File: config.mk
export PLATFORM = sky130hd
export DESIGN_NAME = fb_clk_switch_ctrl
export DESIGN_NICKNAME = d
export VERILOG_FILES = /design/src/rtl/fb_clk_switch_ctrl_pkg.sv /design/src/rtl/fb_settle_timer.sv /design/src/rtl/fb_clk_switch_ctrl.sv
export SDC_FILE = /design/constraint.sdc
export NUM_CORES = 1
export LEC_CHECK = 0
export CAP_MARGIN = 0
export CORE_MARGIN = 1
export CORE_UTILIZATION = 43
export CTS_CLUSTER_DIAMETER = 80
export DETAILED_ROUTE_END_ITERATION = 10
export MAX_ROUTING_LAYER = met4
export PLACE_DENSITY = 0.72
export SLEW_MARGIN = 30
export SYNTH_ARGS = -nofsm -noshare
export SYNTH_HDL_FRONTEND = slang
export SYNTH_SLANG_ARGS = --single-unit
File: constraint.sdc
create_clock -name clk -period 1.8 [get_ports clk]
set_input_delay 0.36 -clock clk [delete_from_list [all_inputs] [get_ports clk]]
set_output_delay 0.36 -clock clk [all_outputs]
set_load 0.01 [all_outputs]
File: src/rtl/fb_clk_switch_ctrl_pkg.sv
// Shared types for the clock-switch controller: FSM states, error codes, timer width.
package fb_clk_switch_ctrl_pkg;

    typedef enum logic {
        IDLE   = 1'b0,
        SETTLE = 1'b1
    } state_e;

    typedef enum logic [1:0] {
        ERR_NONE     = 2'd0,
        ERR_RANGE    = 2'd1,
        ERR_SRC_OFF  = 2'd2,
        ERR_SRC_LOST = 2'd3
    } err_code_e;

    localparam int TIMER_W = 8;

endpackage

File: src/rtl/fb_settle_timer.sv
// Loadable down-counter; expire_o is high while running with the count at zero.
module fb_settle_timer
    import fb_clk_switch_ctrl_pkg::*;
(
    input  logic               clk,
    input  logic               reset,
    input  logic               load_i,
    input  logic [TIMER_W-1:0] load_val_i,
    input  logic               run_i,
    output logic               expire_o
);

    logic [TIMER_W-1:0] cnt_q, cnt_d;

    always_comb begin
        cnt_d = cnt_q;
        if (load_i) begin
            cnt_d = load_val_i;
        end else if (run_i && (cnt_q != '0)) begin
            cnt_d = cnt_q - TIMER_W'(1);
        end
    end

    always_ff @(posedge clk or posedge reset) begin
        if (reset) begin
            cnt_q <= '0;
        end else begin
            cnt_q <= cnt_d;
        end
    end

    assign expire_o = run_i && (cnt_q == '0);

endmodule

File: src/rtl/fb_clk_switch_ctrl.sv
// Request/handshake controller driving the select of the glitch-free clock switch.
// Optional autonomous fallback to DEFAULT_SEL: define FB_CLK_SWITCH_CTRL_FALLBACK_EN.
module fb_clk_switch_ctrl
    import fb_clk_switch_ctrl_pkg::*;
#(
    parameter int N           = 4,
    parameter int M           = 2,
    parameter int DEFAULT_SEL = 0,
    parameter int SETTLE_CYC  = 8
) (
    input  logic         clk,
    input  logic         reset,
    input  logic         req_valid,
    input  logic [M-1:0] req_sel,
    output logic         req_ready,
    input  logic [N-1:0] src_en,
    output logic [M-1:0] select,
    output logic         busy,
    output logic         done,
    output logic         err,
    output logic [1:0]   err_code
);

`ifdef FB_CLK_SWITCH_CTRL_FALLBACK_EN
    localparam bit FB_EN = 1'b1;
`else
    localparam bit FB_EN = 1'b0;
`endif

    state_e         state_q, state_d;
    logic [M-1:0]   select_q, select_d;
    logic           done_q, done_d;
    logic           err_q, err_d;
    err_code_e      code_q, code_d;
    logic           fb_q, fb_d;
    logic           load;
    logic           expire;
    logic [2**M-1:0] src_ext;
    logic           cur_on;
    logic           fb_trig;

    // Widen src_en so any M-bit index is safe; unpopulated sources read as off.
    always_comb begin
        src_ext        = '0;
        src_ext[N-1:0] = src_en;
    end

    assign cur_on  = src_ext[select_q];
    assign fb_trig = FB_EN && (state_q == IDLE) && !cur_on
                     && (select_q != M'(DEFAULT_SEL)) && src_ext[DEFAULT_SEL];

    always_comb begin
        state_d  = state_q;
        select_d = select_q;
        done_d   = 1'b0;
        err_d    = 1'b0;
        code_d   = code_q;
        fb_d     = fb_q;
        load     = 1'b0;
        case (state_q)
            IDLE: begin
                if (fb_trig) begin
                    state_d  = SETTLE;
                    select_d = M'(DEFAULT_SEL);
                    fb_d     = 1'b1;
                    load     = 1'b1;
                end else if (req_valid) begin
                    if (int'(req_sel) >= N) begin
                        err_d  = 1'b1;
                        code_d = ERR_RANGE;
                    end else if (!src_ext[req_sel]) begin
                        err_d  = 1'b1;
                        code_d = ERR_SRC_OFF;
                    end else if (req_sel == select_q) begin
                        done_d = 1'b1;
                    end else begin
                        state_d  = SETTLE;
                        select_d = req_sel;
                        fb_d     = 1'b0;
                        load     = 1'b1;
                    end
                end
            end
            SETTLE: begin
                // Loss of the new source wins over a coinciding timer expiry.
                if (!cur_on) begin
                    state_d = IDLE;
                    err_d   = 1'b1;
                    code_d  = ERR_SRC_LOST;
                end else if (expire) begin
                    state_d = IDLE;
                    if (fb_q) begin
                        err_d  = 1'b1;
                        code_d = ERR_SRC_LOST;
                    end else begin
                        done_d = 1'b1;
                    end
                end
            end
            default: state_d = IDLE;
        endcase
    end

    always_ff @(posedge clk or posedge reset) begin
        if (reset) begin
            state_q  <= IDLE;
            select_q <= M'(DEFAULT_SEL);
            done_q   <= 1'b0;
            err_q    <= 1'b0;
            code_q   <= ERR_NONE;
            fb_q     <= 1'b0;
        end else begin
            state_q  <= state_d;
            select_q <= select_d;
            done_q   <= done_d;
            err_q    <= err_d;
            code_q   <= code_d;
            fb_q     <= fb_d;
        end
    end

    fb_settle_timer u_timer (
        .clk        (clk),
        .reset      (reset),
        .load_i     (load),
        .load_val_i (TIMER_W'(SETTLE_CYC - 1)),
        .run_i      (state_q == SETTLE),
        .expire_o   (expire)
    );

    assign req_ready = (state_q == IDLE) && !fb_trig;
    assign select    = select_q;
    assign busy      = (state_q == SETTLE);
    assign done      = done_q;
    assign err       = err_q;
    assign err_code  = code_q;

endmodule

==> metrics.yaml <==
grt_max_degree: 16
wl_per_cell_um: 12.1
synth_common_cells: "15 x dfrtp_1, 6 x nand2_1, 6 x nor2_1, 6 x xnor2_1, 4 x inv_1"
place_hpwl_um: 1140
clockPowerShare_pct: 12.6
drv_slew: 0
synth_top_family_by_area: "simple AND/OR/NAND/NOR gates"
synth.area.top_cells: "dfrtp_1 48%, xnor2_1 6.7%, mux4_2 5.7%"
clk_pin_slew_ns: 0.10
num_antenna_cells: 0
synth-seq-cells: 15
pwr-share-comb_pct: 49.2
synthSimpleGateAreaFrac_pct: 18.6
p_leak_nw: 0.450
grt_first_pass_wirelength_um: 2700
yosysMostFrequentCell: "dfrtp_1"
grtUsageTotal_pct: 19.3
synth_warnings: 0
firstDrtPassIters: 3
required_ns: 1.44
seq_area_frac_synth_pct: 47.6
endpoint_kind: "output pin"
ctsLongestPathBuffers: 2
drive_above_1_share_pct: 26.3
synthesis.area_sq_um: 788
clk_latency_ns: 0.28
die_h_um: 44.8
peakVddDrop_mv: 0.686
vias: 633
synth_top_cell_by_area: "dfrtp_1"
syn_to_final_growth_pct: 35.1
cts_tree: "done"
fill_cells: 158
cts_buffers: 3
start_util_pct: 45.7
maxCapViolCount: 0
drcViolationCount: 0
synth_compound_gate_area_share_pct: 12.2
powerDensity_nw_per_um2: 1430
instances_no_fill: 124
dieArea_sq_um: 2010
dp.cells: 120
holdCritPathClass: "input pin to asynchronous set/reset pin"
critPathSlowestCell: "clkdlybuf4s50_1"
yosys.area.top_type_share_pct: 47.6
vias_per_cell: 5.10
critPathLaunchType: "flop"
routed_wirelength_um: 1500
slowest_delay_ns: 0.54
worstSetupPathType: "flop to output pin"
switchingPower_w: 0.000559
p_int_w: 0.000960
nets: 111
gp_congestion: 0.794
tightestPinTransition_ns: 0.556
seqPwrFrac_pct: 38.2
crit_arrival_ns: 1.36
core-area_sq_um: 1730
holdWs_ns: 0.416
place_ws_ns: -0.240
rsz0062_at_grt: "false"
setup_ws_ns: 0.0765
finalSetupViolations: 0
switching_share_pct: 36.8
antenna_found_initial: 0
hold_viol: 0
fmax_ghz: 0.580
netlist_instances: 72
synthFlopType: "dfrtp_1"
synth_fp_nets: 83
syn_area_per_cell_sq_um: 10.9
clkSinkCount: 15
synth_edf_count: 0
worst-path-max-fanout: 5
cts_max_level: 1
worstReg2RegStart: "u_timer.cnt_q[2]"
io_pins: 17
synthXorXnorAreaFrac_pct: 6.67
fin_crit_sh_pct: 95.8
grt_pass1_vias: 620
yosysUniqueCellTypes: 28
first_iter_violations: 4
rows: 15
crit_start: "busy"
cts_root_buffer: "clkbuf_4"
maxSlewHeadroom_pct: 62.9
min_period_ns: 1.72
fin_worst_skew_ns: 0.0108
synthAdderAreaFrac_pct: 3.17
overflow: 0
die_w_um: 44.8
async_flop_share_pct: 100
synthMuxAreaShare_pct: 9.84
ff2ff_path_depth: 3
status: "completed"
detail-route-antenna-nets: 0
io_buffer_count: 16
cp_cell_sequence: "inv_2, clkdlybuf4s50_1"
[what timing repair did]
| action | in CTS | in global routing |
|---|---|---|
| hold buffers | 0 | 0 |
| setup endpoints to repair | 0 | 3 |
| gates resized for setup | 0 | 2 |
| setup buffers | 0 | 0 |
[worst paths after layout]
path | to | slack (ns)
max in group asynchronous | err | 1.01
setup reg to reg | u_timer.cnt_q[6] | 0.09
setup / recovery | req_ready | 0.08
hold / removal | u_timer.cnt_q[6] | 0.42
min in group clk | err_code[1] | 0.48
hold reg to reg | err_code[1] | 0.48
[power by group through the flow]
stage | Sequential, W | Clock [W] | Combinational (W)
2_1_floorplan | 0.000591 | 0 | 0.000423
3_3_place_gp | 0.000576 | 0 | 0.000732
3_5_place_dp | 0.000582 | 0 | 0.000746
4_1_cts | 0.000578 | 0.000200 | 0.000751
5_1_grt | 0.000600 | 0.000216 | 0.000830
6_report | 0.000580 | 0.000191 | 0.000748
[per-layer routing]
layer / share of wire [%] / global-route usage, % / up-vias
met3: 4.1 / 4.80 / 2
met2: 49 / 30.9 / 13
met5: 0 / - / -
met4: 1.0 / 7.27 / 0
li1: - / - / 312
met1: 46 / 23.6 / 306
[critical path: cells and delay by family, from the launching register on]
family                 cells  cell delay (ns)
buffers and inverters      2             0.65
DFF                        1             0.43
[area by class of cell]
class	instances	area [sq um]	area share [%]
Multi-Input combinational cell	53	403	37.8
Sequential cell	15	375	35.3
Timing Repair Buffer	23	213	20.0
Tap cell	25	31.3	2.94
Clock buffer	3	22.5	2.12
Inverter	4	15.0	1.41
Clock inverter	1	5.00	0.470
[through the flow]
step           total power, W  util, %  TNS (ns)  cell area [sq um]
2_1_floorplan         0.00101        -         0                788
3_3_place_gp          0.00131     59.8     -2.02               1030
3_5_place_dp          0.00133     59.8     -2.28               1030
4_1_cts               0.00153     61.4         0               1060
5_1_grt               0.00165     61.7         0               1060
6_report              0.00152     61.7         0               1060
[cells by family (layout without fill, tap and decap cells)]
kind of cell | after synthesis | after routing
xor+xnor | 6 | 6
buf+inv | 4 | 31
fa+ha+maj | 2 | 2
simple gates | 26 | 26
compound gates | 14 | 14
flops | 15 | 15
mux | 5 | 5
[state kept, by name (all words and copies together) (netlist names)]
| register | cells |
|---|---|
| busy | 1 |
| u_timer.cnt_q | 8 |
| err_code | 2 |
| done | 1 |
| select | 2 |
| err | 1 |
[placed cells by master (no fill, tap or decap), types with 3 or more instances in the layout]
cell             netlist  layout
buf_4                  0       7
xnor2_1                6       6
a21oi_1                3       3
inv_1                  4       3
nand2_1                6       6
dfrtp_1               15      15
clkbuf_4               0       3
nor2_1                 6       6
clkdlybuf4s50_1        0      16
nand2b_1               3       3
Power figures use the tool's default switching activity.
